$ cat src/rtl/if_fetch_unit_if.sv
// Fetch-stage bus: instruction-memory read port, hazard/redirect controls
// and the IF/ID register data and write-enable.
interface if_fetch_unit_if;
    logic        imem_req;
    logic [31:0] imem_addr;
    logic        imem_rvalid;
    logic [31:0] imem_rdata;
    logic        stall;
    logic        redirect;
    logic [31:0] redirect_pc;
    logic [31:0] ins;
    logic [31:0] pc4;
    logic        IRWr;

    modport master (
        output imem_req, imem_addr, ins, pc4, IRWr,
        input  imem_rvalid, imem_rdata, stall, redirect, redirect_pc
    );

    modport slave (
        input  imem_req, imem_addr, ins, pc4, IRWr,
        output imem_rvalid, imem_rdata, stall, redirect, redirect_pc
    );
endinterface

$ cat src/rtl/if_fetch_unit.sv
// Instruction fetch: PC generation, single-outstanding imem reads, 2-entry
// fetch queue feeding the IF/ID register; redirects flush and drop in-flight reads.
module if_fetch_unit #(
    parameter logic [31:0] RESET_PC = 32'h0000_3000
) (
    input logic             clk,
    input logic             rst,
    if_fetch_unit_if.master bus
);
    typedef enum logic [1:0] {S_ISSUE, S_WAIT, S_DISCARD} state_e;

    typedef struct packed {
        logic [31:0] inst;
        logic [31:0] pc4;
    } qent_t;

    state_e      state_q, state_d;
    logic [31:0] pc_q, pc_d;
    qent_t [1:0] q_q, q_d;
    logic [1:0]  cnt_q, cnt_d;

    logic        pop, push, issue_new, issue_chain, widx;
    logic [1:0]  cnt_after;
    logic [31:0] pc_plus4, rpc_aligned;

    assign pc_plus4    = pc_q + 32'd4;
    assign rpc_aligned = bus.redirect_pc & ~32'd3;

    assign pop       = !bus.redirect && (cnt_q != 2'd0) && !bus.stall;
    assign push      = (state_q == S_WAIT) && bus.imem_rvalid && !bus.redirect;
    assign cnt_after = cnt_q + {1'b0, push} - {1'b0, pop};
    // Chained issue keeps the port busy every cycle while the queue drains.
    assign issue_chain = push && (cnt_after < 2'd2);
    assign issue_new   = (state_q == S_ISSUE) && (cnt_q < 2'd2) && !bus.redirect;
    // Slot for the pushed entry once the head (if popped) has shifted out.
    assign widx = ((cnt_q == 2'd2) && pop) || ((cnt_q == 2'd1) && !pop);

    assign bus.imem_req  = !rst && (issue_new || issue_chain);
    assign bus.imem_addr = issue_chain ? pc_plus4 : pc_q;
    assign bus.IRWr      = !rst && (bus.redirect || pop);
    assign bus.ins = (rst || bus.redirect || cnt_q == 2'd0) ? 32'd0 : q_q[0].inst;
    assign bus.pc4 = (rst || bus.redirect || cnt_q == 2'd0) ? 32'd0 : q_q[0].pc4;

    always_comb begin
        state_d = state_q;
        pc_d    = pc_q;
        q_d     = q_q;
        cnt_d   = cnt_q;
        if (bus.redirect) begin
            pc_d  = rpc_aligned;
            cnt_d = 2'd0;
            case (state_q)
                S_WAIT:    state_d = bus.imem_rvalid ? S_ISSUE : S_DISCARD;
                S_DISCARD: state_d = bus.imem_rvalid ? S_ISSUE : S_DISCARD;
                default:   state_d = S_ISSUE;
            endcase
        end else begin
            if (pop) q_d[0] = q_q[1];
            if (push) begin
                q_d[widx] = '{inst: bus.imem_rdata, pc4: pc_plus4};
                pc_d      = pc_plus4;
            end
            cnt_d = cnt_after;
            case (state_q)
                S_ISSUE:   if (issue_new) state_d = S_WAIT;
                S_WAIT:    if (bus.imem_rvalid) state_d = issue_chain ? S_WAIT : S_ISSUE;
                S_DISCARD: if (bus.imem_rvalid) state_d = S_ISSUE;
                default:   state_d = S_ISSUE;
            endcase
        end
    end

    always_ff @(posedge clk) begin
        if (rst) begin
            state_q <= S_ISSUE;
            pc_q    <= RESET_PC;
            q_q     <= '0;
            cnt_q   <= 2'd0;
        end else begin
            state_q <= state_d;
            pc_q    <= pc_d;
            q_q     <= q_d;
            cnt_q   <= cnt_d;
        end
    end
endmodule

$ cat src/flat_wrapper.sv
// flat-port wrapper written by rule: the top's interface ports become plain ports
module if_fetch_unit_flat 
#(
    parameter logic [31:0] RESET_PC = 32'h0000_3000
)
  (clk, rst, bus_imem_req, bus_imem_addr, bus_ins, bus_pc4, bus_IRWr, bus_imem_rvalid, bus_imem_rdata, bus_stall, bus_redirect, bus_redirect_pc);
  if_fetch_unit_if bus_i ();
  input logic clk;
  input logic rst;
  output wire logic [$bits(bus_i.imem_req)-1:0] bus_imem_req;
  output wire logic [$bits(bus_i.imem_addr)-1:0] bus_imem_addr;
  output wire logic [$bits(bus_i.ins)-1:0] bus_ins;
  output wire logic [$bits(bus_i.pc4)-1:0] bus_pc4;
  output wire logic [$bits(bus_i.IRWr)-1:0] bus_IRWr;
  input wire logic [$bits(bus_i.imem_rvalid)-1:0] bus_imem_rvalid;
  input wire logic [$bits(bus_i.imem_rdata)-1:0] bus_imem_rdata;
  input wire logic [$bits(bus_i.stall)-1:0] bus_stall;
  input wire logic [$bits(bus_i.redirect)-1:0] bus_redirect;
  input wire logic [$bits(bus_i.redirect_pc)-1:0] bus_redirect_pc;
  assign bus_imem_req = bus_i.imem_req;
  assign bus_imem_addr = bus_i.imem_addr;
  assign bus_ins = bus_i.ins;
  assign bus_pc4 = bus_i.pc4;
  assign bus_IRWr = bus_i.IRWr;
  assign bus_i.imem_rvalid = bus_imem_rvalid;
  assign bus_i.imem_rdata = bus_imem_rdata;
  assign bus_i.stall = bus_stall;
  assign bus_i.redirect = bus_redirect;
  assign bus_i.redirect_pc = bus_redirect_pc;
  if_fetch_unit #(.RESET_PC(RESET_PC)) u_core (.clk(clk), .rst(rst), .bus(bus_i));
endmodule
$ cat config.mk
export PLATFORM = sky130hd
export DESIGN_NAME = if_fetch_unit_flat
export DESIGN_NICKNAME = d
export VERILOG_FILES = /design/src/rtl/if_fetch_unit_if.sv /design/src/rtl/if_fetch_unit.sv /design/src/flat_wrapper.sv
export SDC_FILE = /design/constraint.sdc
export NUM_CORES = 1
export LEC_CHECK = 0
export CORE_ASPECT_RATIO = 0.8
export CORE_MARGIN = 2
export CORE_UTILIZATION = 56
export CTS_CLUSTER_SIZE = 14
export DETAILED_ROUTE_END_ITERATION = 6
export PLACE_DENSITY = 0.86
export RECOVER_POWER = 25
export SKIP_LAST_GASP = 1
export SLEW_MARGIN = 20
export SYNTH_ARGS = -nofsm -noshare
export SYNTH_HDL_FRONTEND = slang
export SYNTH_SLANG_ARGS = --single-unit
$ cat constraint.sdc
create_clock -name clk -period 5.7 [get_ports clk]
set_input_delay 0.57 -clock clk [delete_from_list [all_inputs] [get_ports clk]]
set_output_delay 0.57 -clock clk [all_outputs]
set_load 0.05 [all_outputs]
# == Yosys cells after proc, flatten, opt, wreduce, memory -nomap -nowiden ==
# Cells that the tools add are included.
# totals
ff_bits,164
out_inout_bits,98
input_bits,69
elab_cells,71
# classes
n_bitwise,1
n_lt_le_gt_ge,4
addsub,3
reduce_logical,29
n_eq_ne,7
n_mux,19
# ops
operator,count
$mux W64,4
$mux W32,5
$bwmux W128,1
$demux W64 S1,1
$add A32 B3 Y32 const B,1
$logic_and A1 B1 Y1,12
$mux W2,6
$ne A3 B3 Y1 const B,2
$pmux W2 S3,1
$logic_or A1 B1 Y1,5
$eq A2 B1 Y1 const B,2
$eq A2 B2 Y1 const B,2
$logic_not A1 Y1,4
$logic_not A2 Y1,2
$lt A2 B2 Y1 const B,2
$reduce_bool A2 Y1,2
$reduce_or A2 Y1,2
$ne A3 B2 Y1 const B,1
$reduce_and A3 Y1,1
$add A2 B1 Y2,1
$lt A1 B2 Y1 const B,1
$reduce_and A2 Y1,1
$sub A2 B1 Y2,1
$ge A1 B1 Y1 const B,1
2 further kinds,2

# == Depth between registers and ports, before layout ==
# Gate-level depths: netlist (run 1).
# depth
ltp_word,12
ltp_mapped,15
ltp_nobuf,11

# == Least setup slack after synthesis (run 1) ==
# Ideal clock, no wire load.
# synth_path
path_type,input port to output port
startpoint,input port bus_redirect
endpoint,output port bus_imem_addr[15]
path_stages,14
slack_ns,1.261
path_buffers,4
required_ns,5.130
arrival_time_ns,3.869
cell_sequence,or3_1 > clkbuf_1 > inv_2 > clkbuf_1 > ha_1 > inv_1 > ha_1 > xor2_1 > xnor2_1 > and2_1 > clkbuf_1 > clkbuf_1 > nand2_1 > xnor2_1
# synth_between
elab_chain_len,7
word_cells_on_any_way,9
cone_classes,add/sub (2); order compare (1); mux (1); reduce/logical (5)
# synth_lines
item,line_no,source
"start, declared",flat_wrapper.sv:18,input wire logic [$bits(bus_i.redirect)-1:0] bus_redirect;
$logic_not A1 Y1 *,"if_fetch_unit.sv:29, if_fetch_unit.sv:30",
"$logic_and A1 B1 Y1, on equally long branches","if_fetch_unit.sv:30, if_fetch_unit.sv:29",
$add A2 B1 Y2 or $logic_and A1 B1 Y1 (tied branches),"if_fetch_unit.sv:31, if_fetch_unit.sv:29",
$sub A2 B1 Y2,if_fetch_unit.sv:31,"assign cnt_after = cnt_q + {1'b0, push} - {1'b0, pop};"
$lt A2 B2 Y1,if_fetch_unit.sv:33,assign issue_chain = push && (cnt_after < 2'd2);
$logic_and A1 B1 Y1 *,if_fetch_unit.sv:33,
$mux W32 *,if_fetch_unit.sv:39,assign bus.imem_addr = issue_chain ? pc_plus4 : pc_q;
"end, declared",flat_wrapper.sv:11,output wire logic [$bits(bus_i.imem_addr)-1:0] bus_imem_addr;
# Mark *: on every way between the ends. The rest lies on a longest branch, timed or not.

# == Final worst setup path (run 1) ==
# layout_path
startpoint,input port bus_redirect
endpoint,output port bus_imem_addr[28]
# The elaborated chain is that of the path after synthesis.

==> results of run 1 <==
[path summary, 6_finish.rpt]
path	startpoint	to	slack, ns	cells past startpoint
hold / removal	u_core.q_q[62]	u_core.q_q[62]	0.45	2
hold reg to reg	u_core.q_q[62]	u_core.q_q[62]	0.45	2
setup reg to reg	u_core.cnt_q[1]	u_core.q_q[9]	1.08	6
setup / recovery	bus_redirect	bus_imem_addr[28]	0.73	10
[cell usage in the layout (no fill, tap or decap), types with 22 or more instances in the layout]
| master | instances |
|---|---|
| nand2_1 | 208 |
| dfxtp_1 | 160 |
| clkdlybuf4s50_1 | 129 |
| nor2_1 | 111 |
| and2_1 | 70 |
| a21oi_1 | 67 |
| xor2_1 | 45 |
| a211oi_1 | 43 |
| xnor2_1 | 34 |
| a311oi_1 | 34 |
| nand3_1 | 32 |
| buf_12 | 31 |
| nand4_1 | 22 |
[cell families after synthesis]
| family | after synthesis |
|---|---|
| multiplexers | 6 |
| flip-flops | 160 |
| adder cells (fa/ha/maj) | 6 |
| XOR/XNOR | 79 |
| other | 1 |
| AND/OR/NAND/NOR | 509 |
| AO/OA/AOI/OAI | 194 |
| buffers and inverters | 110 |
[final cells by class]
type | instances | area [um^2]
multi-input combinational | 796 | 4620
fill | 1069 | 3690
sequential | 160 | 3200
timing repair buffer | 175 | 2030
clock buffer | 17 | 425
tap | 184 | 230
clock inverter | 15 | 111
inverter | 9 | 33.8
[registers in the layout (all words and copies together), names as in the netlist]
signal and flops:
u_core.q_q 126, u_core.state_q 2, u_core.pc_q 30, u_core.cnt_q 2
[where the power goes]
part	leakage, nW	switching, mW	total [mW]	internal, mW
Sequential	1.30	0.0370	1.18	1.15
Clock	0.244	0.479	1.04	0.560
Combinational	2.11	0.169	0.310	0.141
[routing by layer]
metal / part of all wire [%] / vias up / track usage, %
met1: 43 / 3726 / 38.1
li1: - / 3822 / -
met4: 2.4 / 0 / 11.0
met2: 47 / 365 / 44.7
met3: 7.0 / 44 / 4.27
met5: 0 / - / 0
[worst max-delay path, stage by stage]
cell	delay, ns
clkdlybuf4s50_1	0.50
clkbuf_1	0.85
nor2_1	0.29
ha_1	0.29
xor2_1	0.15
xnor2_1	0.22
and2_1	0.65
nand3_1	0.24
xnor2_1	0.43
buf_12	0.19
==> impl_metrics.csv, run 1 <==
group,metric,value,unit
clock_network,cts_sinks,160,
clock_network,cts-resized-gates,0,
placed_design,placed_area,10100,um^2
status,violations,"capacitance limit, slew limit",
route,drc,0,
placed_design,dp_slack,1.29,ns
logic_synthesis,synth_warnings,0,
logic_synthesis,yosys_register_bits,160,
cells_and_area,nets,1234,
route,dr.pass1.iters,5,
logic_synthesis,synthAdderAreaFrac,0.909,%
route,wl_per_cell,16.5,um
power,leakagePower,3.65,nW
setup_path,cp_data_arrival_time,4.40,ns
cells_and_area,stdcell_count,1356,
route,drt-initial-drc-count,710,
placed_design,hpwl,14600,um
timing,slew_headroom,-111,%
clock_network,clkTransAtPathRegs,0.06,ns
placed_design,dp_cells,1323,
logic_synthesis,synth_ff_type,"dfxtp_1",
floorplanning,core_area,14300,um^2
global_routing,gr-total-overflow,0,
setup_path,worstPathRequired,5.13,ns
logic_synthesis,synth_xor_area_share,8.38,%
route,vias_per_cell,5.87,
logic_synthesis,async_reset_ff_share,0,%
timing,worst_pin_slew,3.17,ns
floorplanning,die_x,140,um
status,status,"complete, but fails checks",
clock_network,root_buffer,"clkbuf_16",
logic_synthesis,synth.top_cells.by_count,"nand2_1 (208), dfxtp_1 (160), nor2_1 (112), and2_1 (73), clkbuf_1 (72)",
clock_network,cts_buffers,17,
timing,slew_violations,220,
setup_path,cp-start-kind,"primary input",
clock_network,cts.path.max_buffers,2,
power,finalPower,2.53,mW
logic_synthesis,synth.area.top_cells,"dfxtp_1 (39%), nand2_1 (9.5%), and2_1 (5.5%)",
cells_and_area,finish.instance_area,10700,um^2
route,vias,7957,
global_routing,antenna_found_initial,0,
logic_synthesis,syn_area,8260,um^2
cells_and_area,finish.utilization,74.3,%
floorplanning,num_rows,39,
power,power_density,238,nW/um^2
clock_network,cts_hold_buffers,0,
setup_path,path_max_fanout,23,
logic_synthesis,synth.avg_cell_area,7.75,um^2
min_path,worstHoldPathType,"reg2reg",
global_routing,grt_pass1_wl,36000,um
cells_and_area,area_delta_synth_final,29.0,%
floorplanning,initial_core_util,57.5,%
clock_network,clk_latency,0.42,ns
logic_synthesis,synth_compound_area_share,15.9,%
timing,post-route-period-util,87.1,%
logic_synthesis,synth_top_area_share,38.8,%
placed_design,gp_congestion,0.909,
floorplanning,dieArea,15700,um^2
run,cap_violations,4,
clock_network,h-tree-depth,4,
timing,hold_viol_final,0,
cells_and_area,drive_above_1_share,8.87,%
setup_path,setup.worst_path.class,"in2out",
logic_synthesis,synth_cell_types,59,
placed_design,port_buffers,162,
global_routing,gr-usage-all-layers,27.9,%
timing,setup_viol,0,
setup_path,cp-end-kind,"output pin",
route,ant_nets,0,
logic_synthesis,synth_edf_count,0,
timing,hold_slack,0.445,ns
timing,final_critical_path_setup_slack,0.733,ns
clock_network,cts_tree,"yes",
logic_synthesis,synth_most_common_cell,"nand2_1",
clock_network,cts_setup_buffers,0,
route,wirelength,22400,um
logic_synthesis,synthSimpleGateAreaFrac,29.9,%
cells_and_area,n_antenna_cell,0,
global_routing,grt_max_degree,79,
logic_synthesis,synth_area_leader_cell,"dfxtp_1",
timing,rsz0062_at_grt,"no",
timing,period_needed,4.97,ns
timing,setup_tns,0,ns
timing,fin_skew,0.0121,ns
power,vdd_drop_max,184,uV
floorplanning,die_h,113,um
logic_synthesis,muxShareOfSynthArea,0.758,%
logic_synthesis,synth.yosys.seq_area_share,38.8,%
floorplanning,ios,167,
logic_synthesis,syn-instance-count,1065,
timing,fmax,201,MHz
logic_synthesis,synth_top_family_by_area,"simple AND/OR/NAND/NOR gates",
global_routing,grt_pass1_vias,7240,
(Power assumes the default switching activity.)
==> run 2, diff against run 1 <==
--- a/config.mk
+++ b/config.mk
@@ -8,6 +8,7 @@
 export CORE_ASPECT_RATIO = 0.8
 export CORE_MARGIN = 2
 export CORE_UTILIZATION = 56
+export CTS_CLUSTER_DIAMETER = 30
 export CTS_CLUSTER_SIZE = 14
 export DETAILED_ROUTE_END_ITERATION = 6
 export PLACE_DENSITY = 0.86
@@ -17,3 +18,4 @@
 export SYNTH_ARGS = -nofsm -noshare
 export SYNTH_HDL_FRONTEND = slang
 export SYNTH_SLANG_ARGS = --single-unit
+export TNS_END_PERCENT = 20
==> results of run 2 <==
Final layout, timing and power as in run 1 (identical DEF).
==> run 3, diff against run 2 <==
--- a/config.mk
+++ b/config.mk
@@ -5,12 +5,13 @@
 export SDC_FILE = /design/constraint.sdc
 export NUM_CORES = 1
 export LEC_CHECK = 0
-export CORE_ASPECT_RATIO = 0.8
+export CORE_ASPECT_RATIO = 1.25
 export CORE_MARGIN = 2
 export CORE_UTILIZATION = 56
 export CTS_CLUSTER_DIAMETER = 30
 export CTS_CLUSTER_SIZE = 14
 export DETAILED_ROUTE_END_ITERATION = 6
+export GPL_TIMING_DRIVEN = 0
 export PLACE_DENSITY = 0.86
 export RECOVER_POWER = 25
 export SKIP_LAST_GASP = 1
==> impl_metrics.csv, run 3 (synthesis results as in run 1) <==
group,metric,value,unit
status,status,"finished clean",
global_routing,grt_pass1_wl,41200,um
setup_path,crit_slowest_cell,"clkdlybuf4s50_1",
cells_and_area,largestRegisters,"u_core.q_q: 126 flops, u_core.pc_q: 30 flops",
timing,worst_pin_slew,1.21,ns
timing,period_needed,5.68,ns
global_routing,grt_pass1_vias,8050,
setup_path,max_stage_delay,0.84,ns
setup_path,cp_num_buf_inv,7,
cells_and_area,nets,1320,
route,ant_nets,0,
setup_path,cp-end-kind,"output pin",
clock_network,cts_buffers,17,
clock_network,cts_setup_buffers,0,
placed_design,placed_area,10100,um^2
global_routing,antenna_found_initial,0,
timing,fmax,176,MHz
floorplanning,dieArea,15700,um^2
cells_and_area,finish.instance_area,10700,um^2
cells_and_area,final_cell_mix,"nand2_1 (208), dfxtp_1 (160), clkdlybuf4s50_1 (157)",
setup_path,cp-startpoint,"bus_redirect",
clock_network,clkTransAtPathRegs,0.07,ns
cells_and_area,n_antenna_cell,0,
run,cap_violations,0,
setup_path,rrSetupSlack,2.39,ns
route,vias,8464,
cells_and_area,area_delta_synth_final,29.3,%
floorplanning,core_area,14400,um^2
setup_path,reg2reg_from,"u_core.cnt_q[1]",
route,wirelength,25800,um
route,dr.pass1.iters,6,
global_routing,gr-usage-all-layers,32.5,%
setup_path,setup.worst_path.class,"in2out",
route,wl_per_cell,18.0,um
timing,setup_viol,0,
setup_path,path_cells,"clkdlybuf4s50_1 -> or3_1 -> clkbuf_1 -> inv_2 -> ha_1 -> inv_1 -> ha_1 -> xor2_1 -> xnor2_1 -> and2_1 -> clkbuf_1 -> clkbuf_2 -> nand2_1 -> xnor2_1 -> clkdlybuf4s50_1",
cells_and_area,final_common_cell,"nand2_1",
setup_path,worstPathRequired,5.13,ns
setup_path,crit_end,"bus_imem_addr[15]",
global_routing,gr-total-overflow,0,
clock_network,cts.path.max_buffers,2,
min_path,worstHoldPathType,"reg2reg",
clock_network,clk_latency,0.43,ns
route,vias_per_cell,5.89,
timing,post-route-period-util,99.6,%
clock_network,cts-resized-gates,1,
setup_path,r2r_cells,13,
setup_path,path_max_fanout,18,
timing,hold_viol_final,0,
clock_network,root_buffer,"clkbuf_16",
setup_path,cp-start-kind,"primary input",
power,power_density,250,nW/um^2
clock_network,h-tree-depth,4,
timing,rsz0062_at_grt,"yes",
setup_path,critPathTopFamily,"buffers and inverters",
cells_and_area,largest_reg_flops,126,
floorplanning,ios,167,
route,drt-initial-drc-count,851,
clock_network,cts_tree,"yes",
floorplanning,die_h,140,um
setup_path,cp.depth,15,
clock_network,cts_hold_buffers,0,
cells_and_area,drive_above_1_share,6.04,%
global_routing,grt_max_degree,19,
power,vdd_drop_max,175,uV
power,leakagePower,3.68,nW
timing,slew_headroom,18.3,%
floorplanning,num_rows,49,
cells_and_area,stdcell_count,1436,
setup_path,r2r_end,"u_core.state_q[0]",
cells_and_area,top_register,"u_core.q_q",
clock_network,cts_sinks,160,
setup_path,cp_data_arrival_time,5.11,ns
floorplanning,initial_core_util,57.3,%
route,drc,0,
placed_design,hpwl,18400,um
placed_design,dp_cells,1405,
placed_design,gp_congestion,0.985,
placed_design,port_buffers,161,
floorplanning,die_x,113,um
timing,fin_skew,0.0106,ns
timing,slew_violations,0,
[run 3: stage by stage]
step / TNS (ns) / hold slack, ns / utilization [%] / total power, mW / worst slack [ns]
floorplan: 0 / 0.417 / - / 1.37 / 1.26
global placement: -4.15 / 0.434 / 70.1 / 1.49 / -0.414
detailed placement: -5.28 / 0.441 / 70.1 / 1.50 / -0.448
CTS: 0 / 0.455 / 74.3 / 2.66 / 0.0811
global route: -0.939 / 0.466 / 74.1 / 2.73 / -0.157
finish: 0 / 0.456 / 74.1 / 2.67 / 0.0210
[run 3: final cells by class]
class                      instances  area (um^2)
tap                              178          223
multi-input combinational        796         4590
clock inverter                    14          179
buffer                           100          403
fill                            1103         3730
sequential                       160         3200
inverter                           9         33.8
clock buffer                      18          429
timing repair buffer             161         1620
[run 3: layer usage]
layer,wire length [um],GRT usage [%],vias up
met5,0,0,-
met4,948,14.4,0
met3,1990,5.88,79
met2,12500,54.4,472
met1,10300,40.7,3921
li1,-,-,3992
[run 3: worst register-to-register path: stages (launching register included)]
cell and delay (ns):
dfxtp_1 0.43, nor2_1 0.11, or3_1 0.33, clkbuf_1 0.23, inv_2 0.35, ha_1 0.31, inv_1 0.06, ha_1 0.15
xor2_1 0.21, xnor2_1 0.19, and2_1 0.17, clkbuf_1 0.41, o21ai_0 0.15, o21ai_0 0.17
[run 3: how the worst min path moves through the flow]
stage	start	end	slack, ns	depth (start not counted)
after global routing	u_core.q_q[108]	u_core.q_q[108]	0.47	2
after global placement	u_core.q_q[1]	u_core.q_q[1]	0.43	1
after detailed placement	u_core.q_q[1]	u_core.q_q[1]	0.44	1
final	u_core.q_q[99]	u_core.q_q[99]	0.46	2
after CTS	u_core.q_q[108]	u_core.q_q[108]	0.46	2
after floorplan	u_core.q_q[2]	u_core.q_q[2]	0.42	2
[run 3: power breakdown]
part / total, mW / internal (mW) / switching (mW)
combinational: 0.317 / 0.120 / 0.197
clock: 1.19 / 0.698 / 0.490
sequential: 1.16 / 1.14 / 0.0162
==> edit, RTL diff (config.mk and constraints of run 2) <==
`RESET_PC` is set to 32'h0000_3000 in 2 places; all go to 32'h00002400.
--- a/src/rtl/if_fetch_unit.sv
+++ b/src/rtl/if_fetch_unit.sv
@@ -1,7 +1,7 @@
 // Instruction fetch: PC generation, single-outstanding imem reads, 2-entry
 // fetch queue feeding the IF/ID register; redirects flush and drop in-flight reads.
 module if_fetch_unit #(
-    parameter logic [31:0] RESET_PC = 32'h0000_3000
+    parameter logic [31:0] RESET_PC = 32'h00002400
 ) (
     input logic             clk,
     input logic             rst,
--- a/src/flat_wrapper.sv
+++ b/src/flat_wrapper.sv
@@ -1,7 +1,7 @@
 // flat-port wrapper written by rule: the top's interface ports become plain ports
 module if_fetch_unit_flat 
 #(
-    parameter logic [31:0] RESET_PC = 32'h0000_3000
+    parameter logic [31:0] RESET_PC = 32'h00002400
 )
   (clk, rst, bus_imem_req, bus_imem_addr, bus_ins, bus_pc4, bus_IRWr, bus_imem_rvalid, bus_imem_rdata, bus_stall, bus_redirect, bus_redirect_pc);
   if_fetch_unit_if bus_i ();
Check against the original RTL: not equivalent (a bounded check fails within 4 cycles, from zero or initial values and one cycle with rst high).
==> edit against run 2 <==
  * Total power grew 5.6%
  * Sequential share of layout area shrank 0.40 points
  * Cell count shrank 1.1%
  * The run still ends with capacitance limit, slew limit left
  * Wire length grew 2.4%
  * Synthesized area grew 2.0%
  * Sequential cell count is the same
  * Utilization shrank 1.6 points
  * Setup slack lost 99 ps
  * Clock power grew 11%
  * Highest routed layer unchanged
  * Design area grew 1.4%
==> edit: results (changes against run 2) <==
- Status: finished with violations (unchanged)
- Max-cap check violation count: 3 (was 4)
- Top cells by area, synth: dfxtp_1 (38%), nand2_1 (9.0%), a311oi_2 (5.3%) (was dfxtp_1 (39%), nand2_1 (9.5%), and2_1 (5.5%))
- Relative area change from synthesis to final layout: 28.2% (was 29.0%)
- Total half-perimeter wirelength after legalization and detailed placement: 14.7 mm (was 14.6 mm)
- Non-clock buffering overhead in the final layout: 0.186 (was 0.191)
- GR met1 Demand/Resource: 0.383 (was 0.381)
- Detail-routed via count per cell: 5.78 (was 5.87)
- Violations in the final reports: capacitance limit, slew limit (unchanged)
- Data arrival, critical path: 4500 ps (was 4400 ps)
- Worst rel slew slack: -0.850 (was -1.11)
- Worst setup skew after layout: 12.4 ps (was 12.1 ps)
- Start point of the worst min-delay path: u_core.q_q[61] (was u_core.q_q[62])
- Capturing point of the worst reg2reg path: u_core.q_q[10] (was u_core.q_q[9])
- Post-layout net count: 1214 (was 1234)
- Number of distinct library cell variants in the gate-level netlist after synthesis: 54 (was 59)
- Largest net degree at the start of global routing: 90 (was 79)
- Critical path capture point: bus_imem_addr[30] (was bus_imem_addr[28])
- Overall global routing resource usage: 0.287 (was 0.279)
- Dpl cells: 1308 (was 1323)
- Length of routed met2 wiring: 10.8 mm (was 10.6 mm)
- Switching power share of the total: 0.262 (was 0.271)
- Number of pins with negative max-slew slack in the final report: 156 (was 220)
- Post-route met1 wirelength: 10.0 mm (was 9.67 mm)
- Portion of netlist area occupied by mux cells: 0.00505 (was 0.00758)
- Gate count after technology mapping: 1048 (was 1065)
- Routed via count: 7755 (was 7957)
- Vias in the first global route: 7366 (was 7240)
==> edit: cell count changes in the layout (fill, tap and decap cells not counted), moves of 5 or more <==
cell,before,now
a311oi_1,34,5
xnor2_1,34,40
a211oi_1,43,50
nand3_1,32,20
nand3b_1,5,0
o21ai_0,17,7
a311oi_2,0,27
nor2_1,111,117
nor4_1,1,6
nand2_1,208,203
==> edit: per-stage QoR <==
step / hold slack, ps / setup WS (ps)
2_1_floorplan: 417 / 1640
6_report: 446 / 634
5_1_grt: 476 / 322
3_5_place_dp: 438 / 1050
4_1_cts: 452 / 944
3_3_place_gp: 426 / 1050
==> edit: power groups by stage <==
| stage | clock (mW) | combinational (mW) | sequential (mW) |
|---|---|---|---|
| finish | 1.15 | 0.338 | 1.19 |
| detailed placement | 0 | 0.335 | 1.21 |
| floorplan | 0 | 0.211 | 1.19 |
| global placement | 0 | 0.332 | 1.21 |
| CTS | 1.15 | 0.339 | 1.19 |
| global route | 1.20 | 0.359 | 1.19 |
